--- src/rtl/sort_pkg.sv ---
// Shared types and sizes for the parallel sorter, its output streamer and their benches.
package sort_pkg;

  localparam int SORT_WIDTH = 8;
  localparam int SORT_N     = 8;

  typedef logic [SORT_WIDTH-1:0] elem_t;

  typedef enum logic {
    IDLE   = 1'b0,
    STREAM = 1'b1
  } stream_state_t;

endpackage

--- src/rtl/sorted_streamer_if.sv ---
// Element stream leaving sorted_streamer: one array element per valid/ready transfer.
// Handshake: a transfer happens on a rising clk edge where out_valid & out_ready are both 1;
// while out_valid=1 and out_ready=0 the master holds out_data/out_index/out_last stable,
// and out_valid never depends combinationally on out_ready.
interface sorted_streamer_if #(
  parameter int WIDTH = 8,
  parameter int N     = 8
);

  localparam int IW = $clog2(N);

  logic [WIDTH-1:0] out_data;
  logic [IW-1:0]    out_index;
  logic             out_valid;
  logic             out_ready;
  logic             out_last;

  modport master (
    output out_data,
    output out_index,
    output out_valid,
    output out_last,
    input  out_ready
  );

  modport slave (
    input  out_data,
    input  out_index,
    input  out_valid,
    input  out_last,
    output out_ready
  );

endinterface

--- src/rtl/sort_order_check.sv ---
// Combinational ordering check over adjacent pairs of an array; equal neighbours are legal.
module sort_order_check #(
  parameter int WIDTH      = 8,
  parameter int N          = 8,
  parameter bit DESCENDING = 1'b0
) (
  input  logic [WIDTH-1:0] i_arr [N],
  output logic             err
);

  always_comb begin
    err = 1'b0;
    for (int i = 0; i < N - 1; i++) begin
      if (DESCENDING) begin
        if (i_arr[i] < i_arr[i+1]) err = 1'b1;
      end else begin
        if (i_arr[i] > i_arr[i+1]) err = 1'b1;
      end
    end
  end

endmodule

--- src/rtl/sorted_streamer.sv ---
// Captures a sorted array on the rising edge of sort_ready, checks its ordering,
// then streams the elements lowest index first over a valid/ready interface.
module sorted_streamer
  import sort_pkg::*;
#(
  parameter int WIDTH      = SORT_WIDTH,
  parameter int N          = SORT_N,
  parameter bit DESCENDING = 1'b0
) (
  input  logic                  clk,
  input  logic                  reset,
  input  logic [WIDTH-1:0]      sorted_array [N],
  input  logic                  sort_ready,
  sorted_streamer_if.master     o_out,
  output logic                  busy,
  output logic                  order_err,
  output logic                  overrun,
  output logic                  done,
  output stream_state_t         o_dbg_state
);

  localparam int             IW       = $clog2(N);
  localparam logic [IW-1:0]  LAST_IDX = IW'(N - 1);

  stream_state_t    r_state;
  stream_state_t    w_state_nxt;
  logic             r_sort_ready_q;
  logic             w_rise;
  logic             w_capture;
  logic             w_fire;
  logic             w_last_fire;
  logic             w_stream;
  logic             w_order_err;
  logic [IW-1:0]    r_idx;
  logic [WIDTH-1:0] r_buf [N];
  logic             r_order_err;
  logic             r_overrun;
  logic             r_done;

  assign w_rise   = sort_ready & ~r_sort_ready_q;
  assign w_stream = (r_state == STREAM);

  sort_order_check #(
    .WIDTH      (WIDTH),
    .N          (N),
    .DESCENDING (DESCENDING)
  ) u_order_check (
    .i_arr (sorted_array),
    .err   (w_order_err)
  );

  always_comb begin
    w_state_nxt = r_state;
    w_capture   = 1'b0;
    w_fire      = 1'b0;
    w_last_fire = 1'b0;
    case (r_state)
      IDLE: begin
        if (w_rise) begin
          w_capture   = 1'b1;
          w_state_nxt = STREAM;
        end
      end
      STREAM: begin
        w_fire = o_out.out_ready;
        if (w_fire && (r_idx == LAST_IDX)) begin
          w_last_fire = 1'b1;
          w_state_nxt = IDLE;
        end
      end
      default: w_state_nxt = IDLE;
    endcase
  end

  always_ff @(posedge clk) begin
    if (reset) begin
      r_state        <= IDLE;
      r_sort_ready_q <= 1'b0;
      r_idx          <= '0;
      r_order_err    <= 1'b0;
      r_overrun      <= 1'b0;
      r_done         <= 1'b0;
    end else begin
      r_state        <= w_state_nxt;
      r_sort_ready_q <= sort_ready;
      r_done         <= w_last_fire;
      if (w_capture) begin
        r_idx       <= '0;
        r_order_err <= w_order_err;
      end else if (w_last_fire) begin
        r_idx <= '0;
      end else if (w_fire) begin
        r_idx <= r_idx + 1'b1;
      end
      // A new frame arriving mid-stream (including on the final transfer) is lost.
      if (w_rise && w_stream) r_overrun <= 1'b1;
    end
  end

  // Buffer intentionally has no reset; it is only read while streaming a captured frame.
  always_ff @(posedge clk) begin
    if (w_capture) r_buf <= sorted_array;
  end

  assign o_out.out_valid = w_stream;
  assign o_out.out_index = r_idx;
  assign o_out.out_data  = w_stream ? r_buf[r_idx] : '0;
  assign o_out.out_last  = w_stream && (r_idx == LAST_IDX);

  assign busy        = w_stream;
  assign order_err   = r_order_err;
  assign overrun     = r_overrun;
  assign done        = r_done;
  assign o_dbg_state = r_state;

endmodule

--- src/flat_wrapper.sv ---
// flat-port wrapper written by rule: the top's interface ports become plain ports
module sorted_streamer_flat import sort_pkg::*;
#(
  parameter int WIDTH      = SORT_WIDTH,
  parameter int N          = SORT_N,
  parameter bit DESCENDING = 1'b0
)
  (clk, reset, sorted_array, sort_ready, busy, order_err, overrun, done, o_dbg_state, o_out_out_data, o_out_out_index, o_out_out_valid, o_out_out_last, o_out_out_ready);
  sorted_streamer_if #(.WIDTH(WIDTH), .N(N)) o_out_i ();
  input  logic clk;
  input  logic reset;
  input  logic [WIDTH-1:0] sorted_array[N];
  input  logic sort_ready;
  output logic busy;
  output logic order_err;
  output logic overrun;
  output logic done;
  output stream_state_t o_dbg_state;
  output wire logic [$bits(o_out_i.out_data)-1:0] o_out_out_data;
  output wire logic [$bits(o_out_i.out_index)-1:0] o_out_out_index;
  output wire logic [$bits(o_out_i.out_valid)-1:0] o_out_out_valid;
  output wire logic [$bits(o_out_i.out_last)-1:0] o_out_out_last;
  input wire logic [$bits(o_out_i.out_ready)-1:0] o_out_out_ready;
  assign o_out_out_data = o_out_i.out_data;
  assign o_out_out_index = o_out_i.out_index;
  assign o_out_out_valid = o_out_i.out_valid;
  assign o_out_out_last = o_out_i.out_last;
  assign o_out_i.out_ready = o_out_out_ready;
  sorted_streamer #(.WIDTH(WIDTH), .N(N), .DESCENDING(DESCENDING)) u_core (.clk(clk), .reset(reset), .sorted_array(sorted_array), .sort_ready(sort_ready), .o_out(o_out_i), .busy(busy), .order_err(order_err), .overrun(overrun), .done(done), .o_dbg_state(o_dbg_state));
endmodule
--- config.mk ---
export PLATFORM = sky130hd
export DESIGN_NAME = sorted_streamer_flat
export DESIGN_NICKNAME = d
export VERILOG_FILES = /design/src/rtl/sort_pkg.sv /design/src/rtl/sorted_streamer_if.sv /design/src/rtl/sort_order_check.sv /design/src/rtl/sorted_streamer.sv /design/src/flat_wrapper.sv
export SDC_FILE = /design/constraint.sdc
export NUM_CORES = 1
export LEC_CHECK = 0
export CORE_ASPECT_RATIO = 1.75
export CORE_MARGIN = 10
export CORE_UTILIZATION = 55
export CTS_BUF_LIST = sky130_fd_sc_hd__clkbuf_8
export DETAILED_ROUTE_END_ITERATION = 12
export PLACE_DENSITY = 0.82
export SYNTH_ARGS = -nofsm -noshare
export SYNTH_HDL_FRONTEND = slang
export SYNTH_HIERARCHICAL = 1
export SYNTH_SLANG_ARGS = --single-unit
--- constraint.sdc ---
create_clock -name clk -period 11.9 [get_ports clk]
set_input_delay 2.38 -clock clk [delete_from_list [all_inputs] [get_ports clk]]
set_output_delay 2.38 -clock clk [all_outputs]
set_load 0.02 [all_outputs]
* After elaboration in Yosys (flattened, before gate mapping)
Index checks and enable logic that the tools add are counted.
W data, S select, Z words.
** Word-level totals
- Register bits after elaboration :: 72
- Latch bits :: 0
- RAM bits :: 0
- ROM bits :: 0
- Bits of input ports :: 68
- Output and inout bits :: 18
- Logic and storage cells :: 50
- Memories :: 0
** Cells by class
- Add/subtract/negate cells :: 1
- Multipliers :: 0
- Divide/modulo/power cells :: 0
- Magnitude comparators :: 8
- Equal/unequal tests :: 1
- Shift operators :: 0
- Multiplexer cells :: 18
- Bitwise operators :: 4
- Reduce and logical (&&, ||, !) cells :: 4
** Operators by type and width (number)
- $gt A8 B8 Y1 :: 7
- $bmux W8 S3 :: 1
- $mux W8 :: 3
- $mux W1 :: 13
- $ge A4 B4 Y1 const B :: 1
- $not A3 Y4 :: 1
- $add A3 B1 Y3 const B :: 1
- $eq A3 B3 Y1 const B :: 1
- $logic_and A1 B1 Y1 :: 3
- $reduce_or A3 Y1 :: 1
- $not A1 Y1 :: 2
- $pmux W1 S2 :: 1
- $and A1 B1 Y1 :: 1

* Logic depth before layout (Yosys ltp)
Gate-level depths: netlist of run 1.
- Depth in word-level cells :: 8
- Depth in mapped cells :: 9
- Depth with buffers taken out :: 9

* Cells and area by module
The synthesis of run 1 kept the hierarchy.
** By module, submodules not included
- sorted_streamer :: instances 1, cells each 148, area each 2788.9 µm², seq. area each 2082.0 µm²
- sort_order_check :: instances 1, cells each 201, area each 1417.6 µm², seq. area each 0.0 µm²

* Worst setup path before layout of run 1
No wires, ideal clock.
- Kind :: input to register
- From :: in sort_ready
- To :: reg u_core.r_order_err (netlist: u_core/order_err)
- Setup time :: 0.120 ns
- Arrival time :: 7.655 ns
- Required time :: 11.780 ns
- Path slack :: 4.125 ns
- Stages :: 3
- Path buffers :: 0
- Path through :: nor3b_1 -> mux2i_1 -> nor2_1
** Between the ends
- Longest elaborated chain between the ends :: 3
** Ends and longest elaborated chain
- start, declared :: line flat_wrapper.sv:13 : input logic sort_ready;
- $and A1 B1 Y1 :: line sorted_streamer.sv:40 : assign w_rise = sort_ready & ~r_sort_ready_q;
- $mux W1 :: line sorted_streamer.sv:59 : if (w_rise) begin
- $mux W1 :: line sorted_streamer.sv:57 : case (r_state)
- end signal, assigned :: line sorted_streamer.sv:89 : r_order_err <= w_order_err;
- end, declared :: line sorted_streamer.sv:36 : logic r_order_err;
Every way passes these cells.
A chain may end at the register's enable or synchronous reset.

* Worst setup path after layout of run 1
- From :: reg u_core.r_idx[1] (netlist: u_core/o_out.out_index[1])
- To :: out o_out_out_data[5]
** Between the ends
- Longest elaborated chain between the ends :: 5
** Ends and longest elaborated chain
- start, declared :: line sorted_streamer.sv:34 : logic [IW-1:0] r_idx;
- start signal, assigned :: line sorted_streamer.sv:93 : r_idx <= r_idx + 1'b1;
- $not A3 Y4 (implied by the code) :: line sorted_streamer.sv:107 : assign o_out.out_data = w_stream ? r_buf[r_idx] : '0;
- $bmux W8 S3 :: line sorted_streamer.sv:107
- $mux W8 (implied by the code) (2 in a row) :: line sorted_streamer.sv:107
- $mux W8 :: line sorted_streamer.sv:107
- end, declared :: line flat_wrapper.sv:19 : output wire logic [$bits(o_out_i.out_data)-1:0] o_out_out_data;
Every way passes these cells. The select of a mux whose other input is x is not followed.

==> metrics.txt, run 1 <==
# TYPE chip_impl_metric gauge
chip_impl_info{name="combinational_family_with_the_most_area_after_synthesis",value="adder cells"} 1
chip_impl_metric{name="nFillCells",unit=""} 527
chip_impl_metric{name="synth_enable_flop_cells",unit=""} 64
chip_impl_metric{name="multiInputGateArea",unit="µm²"} 1840
chip_impl_metric{name="synth.mux.area_fraction",unit="%"} 8.33
chip_impl_metric{name="place.port_buffers",unit=""} 85
chip_impl_metric{name="routed_via_density",unit=""} 5.81
chip_impl_metric{name="warning_count_from_the_yosys_run",unit=""} 6
chip_impl_metric{name="cellLeakagePower",unit="nW"} 2.25
chip_impl_metric{name="clkLatencyLatePin",unit="ps"} 360
chip_impl_metric{name="insertedDiodeCount",unit=""} 0
chip_impl_metric{name="sequential_cell_area",unit="µm²"} 2080
chip_impl_metric{name="timing.final.crit_period",unit="ps"} 5230
chip_impl_info{name="leading_cell_types_by_count_after_synthesis",value="edfxtp_1 (64), inv_1 (59), ha_1 (58)"} 1
chip_impl_metric{name="detail_route.wl_per_cell",unit="µm"} 20.0
chip_impl_metric{name="fp.dieW",unit="µm"} 86.1
chip_impl_metric{name="cts_htree_levels",unit=""} 3
chip_impl_metric{name="netlist.area_leader.share",unit="%"} 45.7
chip_impl_metric{name="synth.cell_area",unit="µm²"} 4210
chip_impl_metric{name="timing_max_transition_violations_final",unit=""} 0
chip_impl_metric{name="synth_fa_ha_area_share",unit="%"} 17.3
chip_impl_info{name="tritoncts",value="built"} 1
chip_impl_metric{name="detailedRoute.firstPassIterationCount",unit=""} 5
chip_impl_info{name="worstReg2RegStart",value="u_core/o_out.out_index[1]"} 1
chip_impl_metric{name="grt_antenna_before_repair",unit=""} 0
chip_impl_metric{name="peakVddDrop",unit="mV"} 0.0918
chip_impl_metric{name="critPathMaxFanout",unit=""} 27
chip_impl_metric{name="slew-limit-headroom",unit="%"} 13.5
chip_impl_metric{name="total_global_routing_overflow",unit=""} 0
chip_impl_metric{name="post_cts_resized",unit=""} 0
chip_impl_metric{name="post_cts_hold_buffer_count",unit=""} 0
chip_impl_info{name="synth.largest_area_cell",value="edfxtp_1"} 1
chip_impl_metric{name="max_freq",unit="GHz"} 0.191
chip_impl_metric{name="fin_setup_tns",unit="ps"} 0
chip_impl_metric{name="finish.net_count",unit=""} 562
chip_impl_metric{name="postRouteWirelength",unit="mm"} 10.6
chip_impl_metric{name="grt_start_max_net_pins",unit=""} 67
chip_impl_info{name="worst_min_delay_path_startpoint",value="u_core/overrun"} 1
chip_impl_metric{name="place_congestion",unit=""} 0.877
chip_impl_metric{name="final_hold_viol_count",unit=""} 0
chip_impl_metric{name="combPwrFrac",unit="%"} 16.7
chip_impl_metric{name="die-area",unit="µm²"} 11700
chip_impl_metric{name="cap_viol_max_count",unit=""} 0
chip_impl_metric{name="switching_portion_of_total_power",unit="%"} 24.8
chip_impl_metric{name="minimum_setup_slack_in_the_final_design",unit="ps"} 6670
chip_impl_metric{name="switching_power",unit="µW"} 152
chip_impl_info{name="crit_type",value="reg -> out"} 1
chip_impl_info{name="yosys_most_used_dff",value="edfxtp_1"} 1
chip_impl_info{name="timing.hold.worst.class",value="reg -> reg"} 1
chip_impl_metric{name="grt_util_all_layers",unit="%"} 19.1
chip_impl_metric{name="min_delay_path_depth",unit=""} 2
chip_impl_info{name="grt_setup_unrepaired",value="no"} 1
chip_impl_metric{name="worstRegToRegCells",unit=""} 5
chip_impl_metric{name="synth.net_count",unit=""} 475
chip_impl_info{name="crit-reg2reg-capture",value="u_core/o_out.out_index[1]"} 1
chip_impl_metric{name="dr.first_iter.drc_count",unit=""} 174
chip_impl_metric{name="synthArstFlopShare",unit="%"} 0
chip_impl_metric{name="seq_power_share",unit="%"} 48.8
chip_impl_metric{name="synth_compound_gate_area_share",unit="%"} 10.6
chip_impl_metric{name="worst_ep_required_time",unit="ps"} 9520
chip_impl_metric{name="syn-mean-instance-area",unit="µm²"} 12.1
chip_impl_metric{name="totalPowerFinal",unit="µW"} 614
chip_impl_metric{name="yosys.area_share.xor_xnor",unit="%"} 0.208
chip_impl_info{name="cp-end-kind",value="output pin"} 1
chip_impl_metric{name="finalInstanceArea",unit="µm²"} 5330
chip_impl_metric{name="global_route_wire_length_before_repair",unit="mm"} 16.9
chip_impl_metric{name="buffers_inserted_by_post_cts_timing_repair",unit=""} 0
chip_impl_metric{name="synthesis.instances",unit=""} 349
chip_impl_metric{name="top_level_ports",unit=""} 86
chip_impl_metric{name="final_antenna_net_count",unit=""} 0
chip_impl_metric{name="pre_cts_ws",unit="ps"} 7090
chip_impl_info{name="synth_top_cells_by_area",value="edfxtp_1 (46%), ha_1 (17%), inv_1 (5.3%), mux4_2 (4.3%), mux2i_1 (4.0%)"} 1
chip_impl_metric{name="synth_seq_area_share",unit="%"} 49.5
chip_impl_metric{name="routed-via-count",unit=""} 3076
chip_impl_metric{name="hpwlAfterDp",unit="mm"} 8.58
chip_impl_metric{name="yosys.cell_types.count",unit=""} 36
chip_impl_metric{name="worstMarginPinSlew",unit="ps"} 1300
chip_impl_metric{name="clk_transition_reported_paths",unit="ps"} 70
chip_impl_metric{name="initial_core_util",unit="%"} 56.0
chip_impl_info{name="synthMostInstantiatedCell",value="edfxtp_1"} 1
chip_impl_metric{name="worstPathArrival",unit="ps"} 2850
chip_impl_metric{name="internal-power",unit="µW"} 462
chip_impl_metric{name="tritoncts.num_buffers",unit=""} 9
chip_impl_metric{name="area_added_between_synthesis_and_finish",unit="%"} 26.7
chip_impl_metric{name="tritoncts_num_sinks",unit=""} 72
chip_impl_metric{name="clkPwrFrac",unit="%"} 34.4
chip_impl_metric{name="final_min_period_over_clock_period",unit="%"} 44.0
chip_impl_info{name="outcome",value="finished, final reports clean"} 1
chip_impl_info{name="startpoint_type",value="flip-flop"} 1
chip_impl_metric{name="drt_drc_violations_left",unit=""} 0
chip_impl_metric{name="dpl-instance-area",unit="µm²"} 5110
chip_impl_info{name="hold_end",value="u_core/overrun"} 1
chip_impl_metric{name="post_synth_and_or_nand_nor_area_fraction",unit="%"} 7.29
chip_impl_info{name="clockRootBuffer",value="clkbuf_8"} 1
chip_impl_metric{name="power.density",unit="nW/µm²"} 115
chip_impl_metric{name="first_global_vias",unit=""} 3402
chip_impl_metric{name="core",unit="µm²"} 7510
chip_impl_metric{name="drive_gt1_share",unit="%"} 6.58
chip_impl_metric{name="fin_worst_skew",unit="ps"} 5.90
chip_impl_metric{name="rows",unit=""} 42
chip_impl_metric{name="r2r_slack",unit="ps"} 9770
chip_impl_metric{name="endpoints_failing_setup",unit=""} 0
chip_impl_metric{name="synth-seq-cells",unit=""} 72
chip_impl_metric{name="cts-root-to-sink-buffers",unit=""} 2
chip_impl_metric{name="die_height",unit="µm"} 136
==> power groups by stage <==
stage               logic (mW)  registers [mW]  clock network (mW)
floorplan               0.0538           0.303                   0
global placement        0.0972           0.305                   0
detailed placement       0.102           0.306                   0
CTS                      0.103           0.300               0.215
global route             0.114           0.301               0.225
finish                   0.103           0.300               0.211
==> kinds of logic after synthesis <==
family | count (synthesis)
AOI/OAI and AO/OA | 67
xor gates and xnor gates | 1
adders and majority gates | 58
buffers and inverters | 69
DFF | 72
muxes | 25
and+or+nand+nor | 57
==> through the flow <==
step / hold WS (ps) / utilization [%] / std cells
floorplan: 554 / - / 349
global placement: 454 / 68.0 / 513
detailed placement: 491 / 68.0 / 513
CTS: 510 / 70.9 / 529
global route: 548 / 70.9 / 529
finish: 494 / 70.9 / 529
==> metal layers <==
| layer | track usage (%) | vias up | routed length, µm |
|---|---|---|---|
| met5 | 0 | - | 0 |
| met4 | 12.8 | 0 | 515 |
| met3 | 6.39 | 34 | 726 |
| met2 | 33.3 | 122 | 5650 |
| met1 | 18.3 | 1459 | 3670 |
| li1 | - | 1461 | - |
==> critical path, cell delays in order (launching register included) <==
cell,delay (ps)
dfxtp_1,1190
mux2i_1,180
a22oi_1,310
o211a_1,200
clkdlybuf4s50_1,610
==> cell usage in the layout (no fill, tap or decap), types with 2 or more instances in the layout <==
cell type / instances
a211oi_1: 4
a21o_1: 4
a21oi_1: 27
a22oi_1: 8
and2_1: 2
bufinv_16: 2
clkbuf_8: 9
clkdlybuf4s50_1: 85
dfxtp_1: 8
edfxtp_1: 64
ha_1: 58
inv_1: 59
inv_4: 3
mux2i_1: 17
mux4_2: 8
nand2_1: 12
nand3_1: 6
nand4_1: 13
nor2_1: 10
nor2b_1: 7
o211a_1: 8
o211ai_1: 4
o21ai_0: 7
==> how the worst max path moves through the flow <==
stage                         startpoint                end
5_1_grt        u_core/o_out.out_index[1]  o_out_out_data[5]
3_3_place_gp   u_core/o_out.out_index[1]  o_out_out_data[1]
6_report       u_core/o_out.out_index[1]  o_out_out_data[5]
2_1_floorplan                 sort_ready   u_core/order_err
4_1_cts        u_core/o_out.out_index[1]  o_out_out_data[4]
3_5_place_dp   u_core/o_out.out_index[1]  o_out_out_data[6]
==> flip-flops by register name, indices dropped and copies added (netlist names) <==
signal	count
u_core/busy	1
u_core/done	1
u_core/o_out.out_index	3
u_core/order_err	1
u_core/overrun	1
u_core/r_buf	64
u_core/r_sort_ready_q	1
==> cell type report <==
cell class / count / area share (%)
multi-input combinational: 208 / 34.6
timing repair buffer: 86 / 16.1
inverter: 59 / 4.15
sequential: 72 / 39.1
tap: 88 / 2.07
clock inverter: 7 / 1.74
clock buffer: 9 / 2.32
No activity file was read; power rests on OpenSTA's default activity.
==> inputs of run 2 (changes only) <==
Settings changed: CORE_UTILIZATION 55 to 53, PLACE_DENSITY 0.82 to 0.79.
Clock period 11.9 ns to 5.48 ns, I/O delays scaled along.
==> run 2 against run 1 <==
  * First-iteration DRC count grew 1.1%
  * Largest power group unchanged
  * Die area increased by 3.0%
  * Global-route usage fell by 1.1 points
  * Core utilization fell by 3.2 points
  * Register-to-register slack worse by 6400 ps
  * Largest cell class unchanged
  * Sequential power grew 120%
  * Highest routed layer unchanged
  * Flip-flop and latch count did not move
  * Hold slack worse by 19 ps
==> metrics.txt, run 2 (synthesis results as in run 1) <==
# TYPE chip_impl_metric gauge
chip_impl_info{name="outcome",value="finished, final reports clean"} 1
chip_impl_metric{name="grt_start_max_net_pins",unit=""} 67
chip_impl_info{name="worstReg2RegStart",value="u_core/o_out.out_index[1]"} 1
chip_impl_metric{name="insertedDiodeCount",unit=""} 0
chip_impl_metric{name="clkPwrFrac",unit="%"} 32.3
chip_impl_metric{name="final_min_period_over_clock_period",unit="%"} 71.2
chip_impl_info{name="crit_type",value="reg -> out"} 1
chip_impl_metric{name="fin_worst_skew",unit="ps"} 6.58
chip_impl_metric{name="cellLeakagePower",unit="nW"} 2.25
chip_impl_metric{name="worstMarginPinSlew",unit="ps"} 1300
chip_impl_metric{name="dr.first_iter.drc_count",unit=""} 176
chip_impl_info{name="crit-reg2reg-capture",value="u_core/o_out.out_index[0]"} 1
chip_impl_metric{name="seq_power_share",unit="%"} 50.5
chip_impl_info{name="worst_min_delay_path_startpoint",value="u_core/overrun"} 1
chip_impl_info{name="tritoncts",value="built"} 1
chip_impl_metric{name="switching_power",unit="µW"} 313
chip_impl_metric{name="place.port_buffers",unit=""} 85
chip_impl_metric{name="critPathMaxFanout",unit=""} 27
chip_impl_metric{name="switching_portion_of_total_power",unit="%"} 24.3
chip_impl_metric{name="drt_drc_violations_left",unit=""} 0
chip_impl_metric{name="cts_htree_levels",unit=""} 3
chip_impl_metric{name="first_global_vias",unit=""} 3274
chip_impl_info{name="grt_setup_unrepaired",value="no"} 1
chip_impl_metric{name="worstRegToRegCells",unit=""} 5
chip_impl_info{name="clockRootBuffer",value="clkbuf_8"} 1
chip_impl_metric{name="post_cts_hold_buffer_count",unit=""} 0
chip_impl_metric{name="fp.dieW",unit="µm"} 87.3
chip_impl_metric{name="routed_via_density",unit=""} 5.64
chip_impl_metric{name="slew-limit-headroom",unit="%"} 13.2
chip_impl_metric{name="worstPathArrival",unit="ps"} 2800
chip_impl_metric{name="largest_reg_flops",unit=""} 64
chip_impl_metric{name="timing_max_transition_violations_final",unit=""} 0
chip_impl_metric{name="rows",unit=""} 43
chip_impl_info{name="final_cell_mix",value="clkdlybuf4s50_1 (85), edfxtp_1 (64), inv_1 (61)"} 1
chip_impl_info{name="regMostFlops",value="u_core/r_buf"} 1
chip_impl_metric{name="minimum_setup_slack_in_the_final_design",unit="ps"} 1580
chip_impl_metric{name="peakVddDrop",unit="mV"} 0.154
chip_impl_info{name="startpoint_type",value="flip-flop"} 1
chip_impl_metric{name="hpwlAfterDp",unit="mm"} 8.41
chip_impl_metric{name="min_delay_path_depth",unit=""} 2
chip_impl_metric{name="initial_core_util",unit="%"} 53.6
chip_impl_info{name="cp-end-kind",value="output pin"} 1
chip_impl_metric{name="cts-root-to-sink-buffers",unit=""} 2
chip_impl_metric{name="area_added_between_synthesis_and_finish",unit="%"} 26.5
chip_impl_metric{name="pre_cts_ws",unit="ps"} 1970
chip_impl_metric{name="post_cts_resized",unit=""} 0
chip_impl_metric{name="max_freq",unit="GHz"} 0.256
chip_impl_info{name="hold_end",value="u_core/overrun"} 1
chip_impl_metric{name="final_antenna_net_count",unit=""} 0
chip_impl_metric{name="total_global_routing_overflow",unit=""} 0
chip_impl_metric{name="internal-power",unit="µW"} 977
chip_impl_info{name="mostFrequentLayoutCell",value="clkdlybuf4s50_1"} 1
chip_impl_metric{name="power.density",unit="nW/µm²"} 242
chip_impl_metric{name="r2r_slack",unit="ps"} 3350
chip_impl_metric{name="detailedRoute.firstPassIterationCount",unit=""} 5
chip_impl_metric{name="grt_antenna_before_repair",unit=""} 0
chip_impl_metric{name="core",unit="µm²"} 7860
chip_impl_metric{name="post-route-util",unit="%"} 67.7
chip_impl_metric{name="tritoncts.num_buffers",unit=""} 9
chip_impl_metric{name="grt_util_all_layers",unit="%"} 18.0
chip_impl_metric{name="timing.final.crit_period",unit="ps"} 3900
chip_impl_metric{name="dpl-instance-area",unit="µm²"} 5120
chip_impl_metric{name="die_height",unit="µm"} 138
chip_impl_metric{name="postRouteWirelength",unit="mm"} 10.4
chip_impl_metric{name="nFillCells",unit=""} 606
chip_impl_metric{name="buffers_inserted_by_post_cts_timing_repair",unit=""} 0
chip_impl_metric{name="worst_ep_required_time",unit="ps"} 4380
chip_impl_metric{name="endpoints_failing_setup",unit=""} 0
chip_impl_metric{name="routed-via-count",unit=""} 2997
chip_impl_metric{name="global_route_wire_length_before_repair",unit="mm"} 16.4
chip_impl_metric{name="die-area",unit="µm²"} 12000
chip_impl_metric{name="tritoncts_num_sinks",unit=""} 72
chip_impl_metric{name="finish.net_count",unit=""} 562
chip_impl_metric{name="clk_transition_reported_paths",unit="ps"} 70
chip_impl_metric{name="drive_gt1_share",unit="%"} 6.12
chip_impl_metric{name="fin_setup_tns",unit="ps"} 0
chip_impl_metric{name="combPwrFrac",unit="%"} 17.2
chip_impl_metric{name="detail_route.wl_per_cell",unit="µm"} 19.6
chip_impl_metric{name="final_hold_viol_count",unit=""} 0
chip_impl_info{name="timing.hold.worst.class",value="reg -> reg"} 1
chip_impl_metric{name="cap_viol_max_count",unit=""} 0
chip_impl_metric{name="place_congestion",unit=""} 0.871
chip_impl_metric{name="top_level_ports",unit=""} 86
chip_impl_metric{name="finalInstanceArea",unit="µm²"} 5320
chip_impl_metric{name="totalPowerFinal",unit="mW"} 1.29
chip_impl_metric{name="clkLatencyLatePin",unit="ps"} 350
==> run 2: cell types whose count changed in the layout (fill, tap and decap cells not counted), sizes merged <==
cell,previous run,this run
clkbuf,9,11
bufinv,2,1
inv,62,61
==> run 2: power groups by stage <==
stage / Sequential [mW] / Combinational (mW) / Clock [mW]
final: 0.651 / 0.222 / 0.416
after floorplan: 0.655 / 0.117 / 0
after detailed placement: 0.664 / 0.221 / 0
after global routing: 0.654 / 0.247 / 0.453
after global placement: 0.663 / 0.212 / 0
after CTS: 0.652 / 0.223 / 0.426
==> run 2: worst max path at each step <==
| stage | start | endpoint | slack [ps] | cells past startpoint |
|---|---|---|---|---|
| 6_report | u_core/o_out.out_index[1] | o_out_out_data[0] | 1580 | 4 |
| 3_3_place_gp | u_core/o_out.out_index[1] | o_out_out_data[6] | 2060 | 4 |
| 2_1_floorplan | sort_ready | u_core/order_err | 1330 | 3 |
| 5_1_grt | u_core/o_out.out_index[1] | o_out_out_data[6] | 1380 | 4 |
| 4_1_cts | u_core/o_out.out_index[1] | o_out_out_data[5] | 1570 | 4 |
| 3_5_place_dp | u_core/o_out.out_index[1] | o_out_out_data[5] | 1970 | 4 |
==> run 2: routing by layer <==
metal / global-route usage [%] / up-vias / wire [µm]
li1: - / 1457 / -
met1: 17.2 / 1411 / 3670
met2: 33.1 / 106 / 5710
met3: 5.00 / 23 / 595
met4: 10.1 / 0 / 441
met5: 0 / - / 0
==> run 2: final cells by class <==
cell class	instances	area (µm²)	area share [%]
sequential	72	2080	39.1
multi-input combinational	208	1850	34.7
timing repair buffer	86	858	16.1
inverter	59	221	4.16
clock buffer	11	151	2.85
tap	90	113	2.12
clock inverter	5	47.5	0.893
==> run 2: per-stage QoR <==
stage / hold slack, ps / cells
after floorplan: 567 / 349
after global placement: 456 / 515
after detailed placement: 463 / 515
after CTS: 481 / 531
after global routing: 532 / 531
final: 475 / 531
==> run 2: worst max-delay path, stage by stage, from the launching register on <==
cell and delay (ps):
dfxtp_1 1190, mux2i_1 190, a22oi_1 240, o211a_1 200
clkdlybuf4s50_1 630
==> inputs of run 3 (changes only) <==
Settings changed: CORE_UTILIZATION 53 to 48, PLACE_DENSITY 0.79 to 0.75.
Clock period 5.48 ns to 3.2 ns, I/O delays scaled along.
==> run 3 against run 2 <==
  * Critical path depth stayed put
  * Non-clock buffer count is 4 higher
  * Largest power group unchanged
  * Hold slack better by 29 ps
  * Flip-flop and latch count stayed put
  * Sequential power is 69% higher
==> metrics.txt, run 3 (synthesis results as in run 1) <==
# TYPE chip_impl_metric gauge
chip_impl_metric{name="routed_via_density",unit=""} 5.37
chip_impl_metric{name="post-route-util",unit="%"} 62.2
chip_impl_metric{name="largest_reg_flops",unit=""} 64
chip_impl_metric{name="final_standard_cell_count_with_taps_included_and_fillers_excluded",unit=""} 562
chip_impl_metric{name="detailedRoute.firstPassIterationCount",unit=""} 4
chip_impl_metric{name="top_level_ports",unit=""} 86
chip_impl_info{name="mostFrequentLayoutCell",value="clkdlybuf4s50_1"} 1
chip_impl_info{name="tritoncts",value="built"} 1
chip_impl_metric{name="total_global_routing_overflow",unit=""} 0
chip_impl_metric{name="worstMarginPinSlew",unit="ps"} 678
chip_impl_metric{name="area_added_between_synthesis_and_finish",unit="%"} 27.4
chip_impl_metric{name="hpwlAfterDp",unit="mm"} 8.23
chip_impl_metric{name="place.port_buffers",unit=""} 85
chip_impl_metric{name="detail_route.wl_per_cell",unit="µm"} 18.0
chip_impl_metric{name="fin_worst_skew",unit="ps"} 7.02
chip_impl_metric{name="dpl-instance-area",unit="µm²"} 5200
chip_impl_metric{name="clk_transition_reported_paths",unit="ps"} 70
chip_impl_metric{name="final_antenna_net_count",unit=""} 0
chip_impl_metric{name="initial_core_util",unit="%"} 48.8
chip_impl_metric{name="finish.net_count",unit=""} 566
chip_impl_metric{name="drive_gt1_share",unit="%"} 6.29
chip_impl_metric{name="tritoncts.num_buffers",unit=""} 9
chip_impl_metric{name="timing.final.crit_period",unit="ps"} 3000
chip_impl_metric{name="minimum_setup_slack_in_the_final_design",unit="ps"} 203
chip_impl_info{name="startpoint_type",value="flip-flop"} 1
chip_impl_metric{name="fp.dieW",unit="µm"} 90.8
chip_impl_metric{name="critPathMaxFanout",unit=""} 7
chip_impl_metric{name="grt_start_max_net_pins",unit=""} 67
chip_impl_metric{name="cap_viol_max_count",unit=""} 0
chip_impl_metric{name="final_hold_viol_count",unit=""} 0
chip_impl_metric{name="final_min_period_over_clock_period",unit="%"} 93.7
chip_impl_metric{name="worstPathArrival",unit="ps"} 2360
chip_impl_metric{name="dr.first_iter.drc_count",unit=""} 159
chip_impl_info{name="crit_type",value="reg -> out"} 1
chip_impl_metric{name="die_height",unit="µm"} 144
chip_impl_metric{name="post_cts_resized",unit=""} 0
chip_impl_metric{name="endpoints_failing_setup",unit=""} 0
chip_impl_metric{name="pre_cts_ws",unit="ps"} 519
chip_impl_info{name="grt_setup_unrepaired",value="no"} 1
chip_impl_info{name="outcome",value="finished, final reports clean"} 1
chip_impl_metric{name="grt_util_all_layers",unit="%"} 16.0
chip_impl_info{name="timing.hold.worst.class",value="reg -> reg"} 1
chip_impl_metric{name="place_congestion",unit=""} 0.860
chip_impl_metric{name="slew-limit-headroom",unit="%"} 54.7
chip_impl_metric{name="peakVddDrop",unit="mV"} 0.274
chip_impl_metric{name="global_route_wire_length_before_repair",unit="mm"} 16.1
chip_impl_metric{name="post-place-cells",unit=""} 546
chip_impl_metric{name="postRouteWirelength",unit="mm"} 10.1
chip_impl_metric{name="clkLatencyLatePin",unit="ps"} 350
chip_impl_metric{name="buffers_inserted_by_post_cts_timing_repair",unit=""} 0
chip_impl_metric{name="power.density",unit="nW/µm²"} 389
chip_impl_metric{name="tritoncts_num_sinks",unit=""} 72
chip_impl_metric{name="max_freq",unit="GHz"} 0.334
chip_impl_metric{name="multiInputGateArea",unit="µm²"} 1850
chip_impl_metric{name="cts-root-to-sink-buffers",unit=""} 2
chip_impl_metric{name="finalInstanceArea",unit="µm²"} 5360
chip_impl_metric{name="worst_ep_required_time",unit="ps"} 2560
chip_impl_metric{name="grt_antenna_before_repair",unit=""} 0
chip_impl_metric{name="sequential_cell_area",unit="µm²"} 2080
chip_impl_metric{name="cellLeakagePower",unit="nW"} 2.27
chip_impl_metric{name="insertedDiodeCount",unit=""} 0
chip_impl_metric{name="die-area",unit="µm²"} 13100
chip_impl_metric{name="fin_setup_tns",unit="ps"} 0
chip_impl_metric{name="core",unit="µm²"} 8610
chip_impl_metric{name="drt_drc_violations_left",unit=""} 0
chip_impl_info{name="final_cell_mix",value="clkdlybuf4s50_1 (85), inv_1 (64), edfxtp_1 (64)"} 1
chip_impl_metric{name="totalPowerFinal",unit="mW"} 2.09
chip_impl_metric{name="rows",unit=""} 45
chip_impl_metric{name="cts_htree_levels",unit=""} 3
chip_impl_metric{name="post_cts_hold_buffer_count",unit=""} 0
chip_impl_metric{name="hold_ws",unit="ps"} 504
chip_impl_info{name="regMostFlops",value="u_core/r_buf"} 1
chip_impl_metric{name="nFillCells",unit=""} 696
chip_impl_metric{name="first_global_vias",unit=""} 3290
chip_impl_info{name="cp-end-kind",value="output pin"} 1
chip_impl_info{name="clockRootBuffer",value="clkbuf_8"} 1
chip_impl_metric{name="routed-via-count",unit=""} 3017
chip_impl_metric{name="timing_max_transition_violations_final",unit=""} 0
## run 3: changes by cell type in the layout (fill, tap and decap cells not counted), sizes merged
cell | previous run | this run
buf | 1 | 5
inv | 61 | 64
bufinv | 1 | 0
clkbuf | 11 | 10
clkinv | 2 | 1
## run 3: area by class of cell
| class | count | area share, % |
|---|---|---|
| Clock buffer | 10 | 2.57 |
| Clock inverter | 6 | 0.444 |
| Inverter | 59 | 4.13 |
| Multi-Input combinational cell | 208 | 34.5 |
| Sequential cell | 72 | 38.8 |
| Tap cell | 117 | 2.73 |
| Timing Repair Buffer | 90 | 16.8 |
## run 3: path summary, 6_finish.rpt
kind                        startpoint                        end  slack [ps]  depth (start not counted)
max          u_core/o_out.out_index[0]          o_out_out_data[0]         200                          4
min                     u_core/overrun             u_core/overrun         500                          2
max reg2reg  u_core/o_out.out_index[1]  u_core/o_out.out_index[1]        1470                          7
min reg2reg             u_core/overrun             u_core/overrun         500                          2
## run 3: worst max-delay path, stage by stage (launching register included)
cell,delay (ps)
dfxtp_1,490
buf_4,220
mux4_2,520
o211a_1,240
clkdlybuf4s50_1,540
## run 3: routing by layer
metal  global-route usage [%]  wire (µm)  vias up
met2                     29.7       5460      109
met5                        0          0        -
li1                         -          -     1475
met1                     15.5       3670     1407
met3                     4.07        574       26
met4                     9.93        410        0
## run 3: power by group
part / switching (mW) / total [mW] / internal, mW
registers: 0.0207 / 1.10 / 1.08
clock network: 0.305 / 0.592 / 0.287
logic: 0.192 / 0.390 / 0.198
total: 0.518 / 2.09 / 1.57
